--- src/rtl/alu_seq_pkg.sv ---
// rtl/alu_seq_pkg.sv - shared encodings for the multi-cycle ALU sequencer
package alu_seq_pkg;

  localparam logic [2:0] OP_SLL = 3'b000;
  localparam logic [2:0] OP_SRL = 3'b001;
  localparam logic [2:0] OP_SRA = 3'b010;
  localparam logic [2:0] OP_ROR = 3'b011;
  localparam logic [2:0] OP_MUL = 3'b100;

  localparam int SHIFT_CLAMP = 8;

  typedef enum logic [1:0] {
    S_IDLE = 2'b00,
    S_RUN  = 2'b01,
    S_DONE = 2'b10
  } state_t;

endpackage

--- src/rtl/alu_seq_step.sv ---
// rtl/alu_seq_step.sv - one bit-step of shift/rotate/multiply on the working registers
module alu_seq_step
  import alu_seq_pkg::*;
#(
  parameter int WIDTH = 8
) (
  input  logic [2:0]       op,
  input  logic [WIDTH-1:0] w,
  input  logic [WIDTH-1:0] acc,
  input  logic [WIDTH-1:0] mc,
  input  logic [WIDTH-1:0] m,
  output logic [WIDTH-1:0] w_next,
  output logic [WIDTH-1:0] acc_next,
  output logic [WIDTH-1:0] mc_next,
  output logic [WIDTH-1:0] m_next
);

  always_comb begin
    w_next   = w;
    acc_next = acc;
    mc_next  = mc;
    m_next   = m;
    case (op)
      OP_SLL: w_next = {w[WIDTH-2:0], 1'b0};
      OP_SRL: w_next = {1'b0, w[WIDTH-1:1]};
      OP_SRA: w_next = {w[WIDTH-1], w[WIDTH-1:1]};
      OP_ROR: w_next = {w[0], w[WIDTH-1:1]};
      OP_MUL: begin
        // shift-and-add; the carry out of acc is dropped so only the low WIDTH bits survive
        if (m[0]) acc_next = acc + mc;
        mc_next = {mc[WIDTH-2:0], 1'b0};
        m_next  = {1'b0, m[WIDTH-1:1]};
      end
      default: ;
    endcase
  end

endmodule

--- src/rtl/alu_seq_controller.sv ---
// rtl/alu_seq_controller.sv - FSM, step counter and result registers for multi-cycle ALU ops
module alu_seq_controller
  import alu_seq_pkg::*;
#(
  parameter int WIDTH = 8,
  parameter int CNT_W = 4
) (
  input  logic             CLK,
  input  logic             RESET,
  input  logic             START,
  input  logic [2:0]       OP,
  input  logic [WIDTH-1:0] OPERAND_A,
  input  logic [WIDTH-1:0] OPERAND_B,
  output logic             BUSY,
  output logic             DONE,
  output logic [WIDTH-1:0] RESULT,
  output logic             ZERO
);

  state_t           state;
  logic [2:0]       op_q;
  logic [CNT_W-1:0] cnt;
  logic [WIDTH-1:0] w, acc, mc, m;
  logic [WIDTH-1:0] w_next, acc_next, mc_next, m_next;
  logic [WIDTH-1:0] step_result;
  logic [CNT_W-1:0] n_start;

  function automatic logic [CNT_W-1:0] step_count(input logic [2:0] op, input logic [WIDTH-1:0] b);
    case (op)
      OP_SLL, OP_SRL, OP_SRA:
        step_count = (b >= WIDTH'(SHIFT_CLAMP)) ? CNT_W'(SHIFT_CLAMP) : CNT_W'(b);
      OP_ROR:  step_count = CNT_W'(b[2:0]);
      OP_MUL:  step_count = CNT_W'(WIDTH);
      default: step_count = '0;
    endcase
  endfunction

  alu_seq_step #(.WIDTH(WIDTH)) u_step (
    .op       (op_q),
    .w        (w),
    .acc      (acc),
    .mc       (mc),
    .m        (m),
    .w_next   (w_next),
    .acc_next (acc_next),
    .mc_next  (mc_next),
    .m_next   (m_next)
  );

  assign n_start     = step_count(OP, OPERAND_B);
  assign step_result = (op_q == OP_MUL) ? acc_next : w_next;

  always_ff @(posedge CLK) begin
    if (RESET) begin
      state  <= S_IDLE;
      BUSY   <= 1'b0;
      DONE   <= 1'b0;
      RESULT <= '0;
      ZERO   <= 1'b0;
      op_q   <= '0;
      cnt    <= '0;
      w      <= '0;
      acc    <= '0;
      mc     <= '0;
      m      <= '0;
    end else begin
      case (state)
        S_IDLE, S_DONE: begin
          DONE <= 1'b0;
          if (START) begin
            op_q <= OP;
            cnt  <= n_start;
            w    <= OPERAND_A;
            acc  <= '0;
            mc   <= OPERAND_A;
            m    <= OPERAND_B;
            if (n_start != '0) begin
              state <= S_RUN;
              BUSY  <= 1'b1;
            end else begin
              // zero-step ops (including reserved codes) pass A straight through
              state  <= S_DONE;
              DONE   <= 1'b1;
              RESULT <= OPERAND_A;
              ZERO   <= (OPERAND_A == '0);
            end
          end else begin
            state <= S_IDLE;
          end
        end
        S_RUN: begin
          w   <= w_next;
          acc <= acc_next;
          mc  <= mc_next;
          m   <= m_next;
          cnt <= cnt - CNT_W'(1);
          if (cnt == CNT_W'(1)) begin
            state  <= S_DONE;
            BUSY   <= 1'b0;
            DONE   <= 1'b1;
            RESULT <= step_result;
            ZERO   <= (step_result == '0);
          end
        end
        default: begin
          state <= S_IDLE;
          BUSY  <= 1'b0;
          DONE  <= 1'b0;
        end
      endcase
    end
  end

endmodule

--- config.mk ---
export PLATFORM = sky130hd
export DESIGN_NAME = alu_seq_controller
export DESIGN_NICKNAME = d
export VERILOG_FILES = /design/src/rtl/alu_seq_pkg.sv /design/src/rtl/alu_seq_step.sv /design/src/rtl/alu_seq_controller.sv
export SDC_FILE = /design/constraint.sdc
export NUM_CORES = 1
export LEC_CHECK = 0
export CELL_PAD_IN_SITES_DETAIL_PLACEMENT = 1
export CELL_PAD_IN_SITES_GLOBAL_PLACEMENT = 1
export CORE_ASPECT_RATIO = 0.5
export CORE_MARGIN = 5
export CORE_UTILIZATION = 39
export DETAILED_ROUTE_END_ITERATION = 10
export PLACE_DENSITY = 0.75
export SYNTH_ARGS = -nofsm -noshare
export SYNTH_HDL_FRONTEND = slang
export SYNTH_SLANG_ARGS = --single-unit
--- constraint.sdc ---
create_clock -name CLK -period 6 [get_ports CLK]
set_input_delay 0.9 -clock CLK [delete_from_list [all_inputs] [get_ports CLK]]
set_output_delay 0.9 -clock CLK [all_outputs]
set_load 0.01 [all_outputs]
==> metrics.md <==
| Metric | Value |
|---|---|
| Final min period | 3130 ps |
| Fillcell total | 918 |
| NetSw | approximately 280 µW |
| Mux share of post-synthesis cell area | 1.73% |
| Commonest non-fill, non-tap cell in the layout | nand2_1 |
| Crit. Startpoint | OPERAND_B[0] |
| Wirelength per Cell | 20.0 µm |
| Initial drt markers | 185 |
| Worst skew pair latency | 290 ps |
| Pin slew with the least headroom to its limit | between 1000 and 1500 ps |
| Vias in the first global route | 3071 |
| Int Pwr | 690 µW |
| Post-synthesis adder-cell area fraction | under 10% |
| Placement Setup Slack | 2610 ps |
| Most frequent cells in the layout | nand2_1, dfxtp_1, nor2_1, a21oi_1, clkdlybuf4s50_1 |
| ANT nets after route | 0 |
| Clk slew on worst S/H paths | 70 ps |
| Clk root buf | clkbuf_16 |
| Io pins | 33 |
| PostCTS Resize Cnt | 0 |
| Worst Setup EP | ZERO |
| Diodes inserted | 0 |
| Area delta synth->final | 18.7% |
| Post-Syn Area | 2890 µm² |
| Required @ worst endpoint | approximately 6200 ps |
| DRT Pass-1 Iters | 4 |
| Post-synth EDFFs | 0 |
| Pwr Density | 283 nW/µm² |
| CTS Hold Buffers Added | 0 |
| RSZ-0062 raised after global routing | no |
| CP Class | in2reg |
| Min-Delay Path Class | reg2reg |
| R2R setup slack | 3250 ps |
| Worst R2R Path Depth | 5 |
| Syn Inst Count | just under 400 |
| Status | finished, final reports clean |
| CTS buffer count | 5 |
| Max-slew violations | 0 |
| Layout Nets | 436 |
| Simple-Gate Fraction of Synth Area | roughly a quarter |
| Area share of xor/xnor cells in the synthesized design | about 1.2% |
| Max cap viols | 0 |
| Net count after synthesis | 420 |
| Worst ir drop on vdd | 183 µV |
| Longest Clk Path Bufs | 2 |
| Hold Fails Final Rpt | 0 |
| Initial antenna violation count | 0 |
| Worst r2r src | op_q[0] |
| First-pass GRT wire length | approximately 16000 µm |
| # setup viols final | 0 |
| P_leak | 1.28 nW |
| Sequential share of power | roughly two fifths |
| Yosys cell types | 44 |
| Final Wtd Congestion | ~0.88 |
| Maximum clock frequency | 319 MHz |
| Vias/cell | 5.93 |
| Top FF cell, synth | dfxtp_1 |
| Largest net degree at the start of global routing | 52 |
| RR Endpoint | m[3] |
| Total negative slack | 0 ps |
| Crit Path Max Fanout | 11 |
| Max-slew headroom | approximately a quarter |
| Hold_ws | 464 ps |
| Avg Inst Size Synth | 7.46 µm² |
| Finished layout cell area | ~3400 µm² |
| Switching Share | 29.1% |
| Clock share of power | 37.8% |
| TritonCTS Sinks | 51 |
| Combinational power share | roughly a fifth |
| Ys async rst share | 0% |
| GRT Util Overall | 21.6% |
| Routed via count | 2969 |
| Layout cells sized above 1 | under 10% |
| Full die area | about 9300 µm² |
| Die Span Y | around 71 µm |
| Remaining global-route overflow | 0 |
| Synth Area in Compound Gates | 27.0% |
| Skew final | 5.65 ps |
| Routed wire length | roughly 10000 µm |
| Largest family of logic cells by synthesized area | compound AO/OA/AOI/OAI gates |
| Core area | 7270 µm² |
| Critical path startpoint category | input port |
| Setup bufs post-CTS | 0 |
| CTS tree | done |
| Placed Instance Area | 3250 µm² |
| Worst setup EP type | flip-flop |
| Starting Density | 39.8% |
| Post-DP HPWL | a little over 7000 µm |
| Row cnt | 22 |
| H-tree lvl count | 2 |
| Die width | about 130 µm |
| #FFs+latches synth | 51 |
| I/O Buffers | 32 |
| Sequential share of the synthesized area | between 30% and 40% |
| Critical Path AT | 3360 ps |
| DRC Markers | 0 |
| Min setup slack post-route | between 2000 and 3000 ps |
| Final Cycle Share | 52.2% |
| Syn. warnings | 0 |
## routing by layer
layer	track usage, %	share of wire, %	wire length (µm)
met1	30.9	49	4870
met5	0	0	0
met2	33.4	44	4410
met4	5.36	1.1	113
met3	4.62	6.1	608
## area by class of cell
type / instances / area, µm² / area share, %
Timing Repair Buffer: 35 / 338 / 9.83
Inverter: 4 / 15.0 / 0.437
Clock inverter: 2 / 60.1 / 1.75
Tap cell: 96 / 120 / 3.50
Sequential cell: 51 / 1020 / 29.7
Multi-Input combinational cell: 307 / 1750 / 51.0
Clock buffer: 6 / 129 / 3.75
## registers in the layout, indices dropped and copies added, names as in the netlist
register  count
state         1
w             8
cnt           4
acc           8
RESULT        8
op_q          3
ZERO          1
DONE          1
mc            8
m             8
BUSY          1
## cells in the mapped netlist (2+ instances only)
library cell / count / share of area (%)
inv_1: 4 / 0.52
dfxtp_1: 51 / 35
a22oi_1: 4 / 1.0
and2_1: 4 / 0.86
a211oi_1: 7 / 1.8
clkbuf_1: 17 / 2.2
o21ai_0: 19 / 3.3
mux2i_1: 5 / 1.7
a211o_1: 2 / 0.61
a311oi_1: 17 / 5.1
o211ai_1: 2 / 0.52
o21ai_2: 2 / 0.61
ha_1: 9 / 3.9
a21oi_1: 35 / 6.1
nor2b_1: 7 / 1.5
buf_2: 8 / 1.4
a31oi_1: 12 / 2.6
nor2_1: 51 / 6.6
nor3_1: 12 / 2.1
or3_1: 4 / 0.86
and3_1: 4 / 0.86
o31ai_1: 2 / 0.52
nand2b_1: 3 / 0.65
nand4_1: 2 / 0.43
xnor2_1: 3 / 0.91
nand3_1: 11 / 1.9
nand2_1: 66 / 8.6
o21a_1: 3 / 0.78
a21o_1: 3 / 0.78
a221oi_1: 5 / 1.5
## worst min path at each step
stage / startpoint / end / slack [ps] / cells after the start
after floorplan: mc[0] / mc[0] / 450 / 2
after global placement: RESULT[5] / RESULT[5] / 460 / 2
after detailed placement: RESULT[2] / RESULT[2] / 460 / 2
after CTS: RESULT[2] / RESULT[2] / 470 / 2
after global routing: RESULT[2] / RESULT[2] / 490 / 2
final: RESULT[2] / RESULT[2] / 460 / 2
## stage by stage
step | util [%] | power, mW | cells
2_1_floorplan | - | 0.526 | 388
3_3_place_gp | 44.7 | 0.599 | 493
3_5_place_dp | 44.7 | 0.608 | 493
4_1_cts | 47.3 | 0.978 | 501
5_1_grt | 47.3 | 1.02 | 501
6_report | 47.3 | 0.973 | 501
## critical path, cell delays in order
cell             delay, ps
clkdlybuf4s50_1        450
or3_1                  400
o21ai_0                320
o21ai_2                100
a21oi_1                680
nor2_1                  90
a211o_1                300
a21oi_1                110
## power groups by stage
stage                     Clock [mW]  Combinational, mW  Sequential [mW]
final                          0.368              0.208            0.397
after global routing           0.392              0.228            0.401
after CTS                      0.375              0.207            0.396
after detailed placement           0              0.204            0.404
after global placement             0              0.197            0.402
after floorplan                    0              0.132            0.394
## logic make-up after synthesis
logic type,Yosys count
buffers and inverters,30
AOI/OAI and AO/OA,118
xor gates and xnor gates,4
muxes,5
and+or+nand+nor,170
adders and majority gates,10
DFF,51
(Power assumes the default switching activity.)
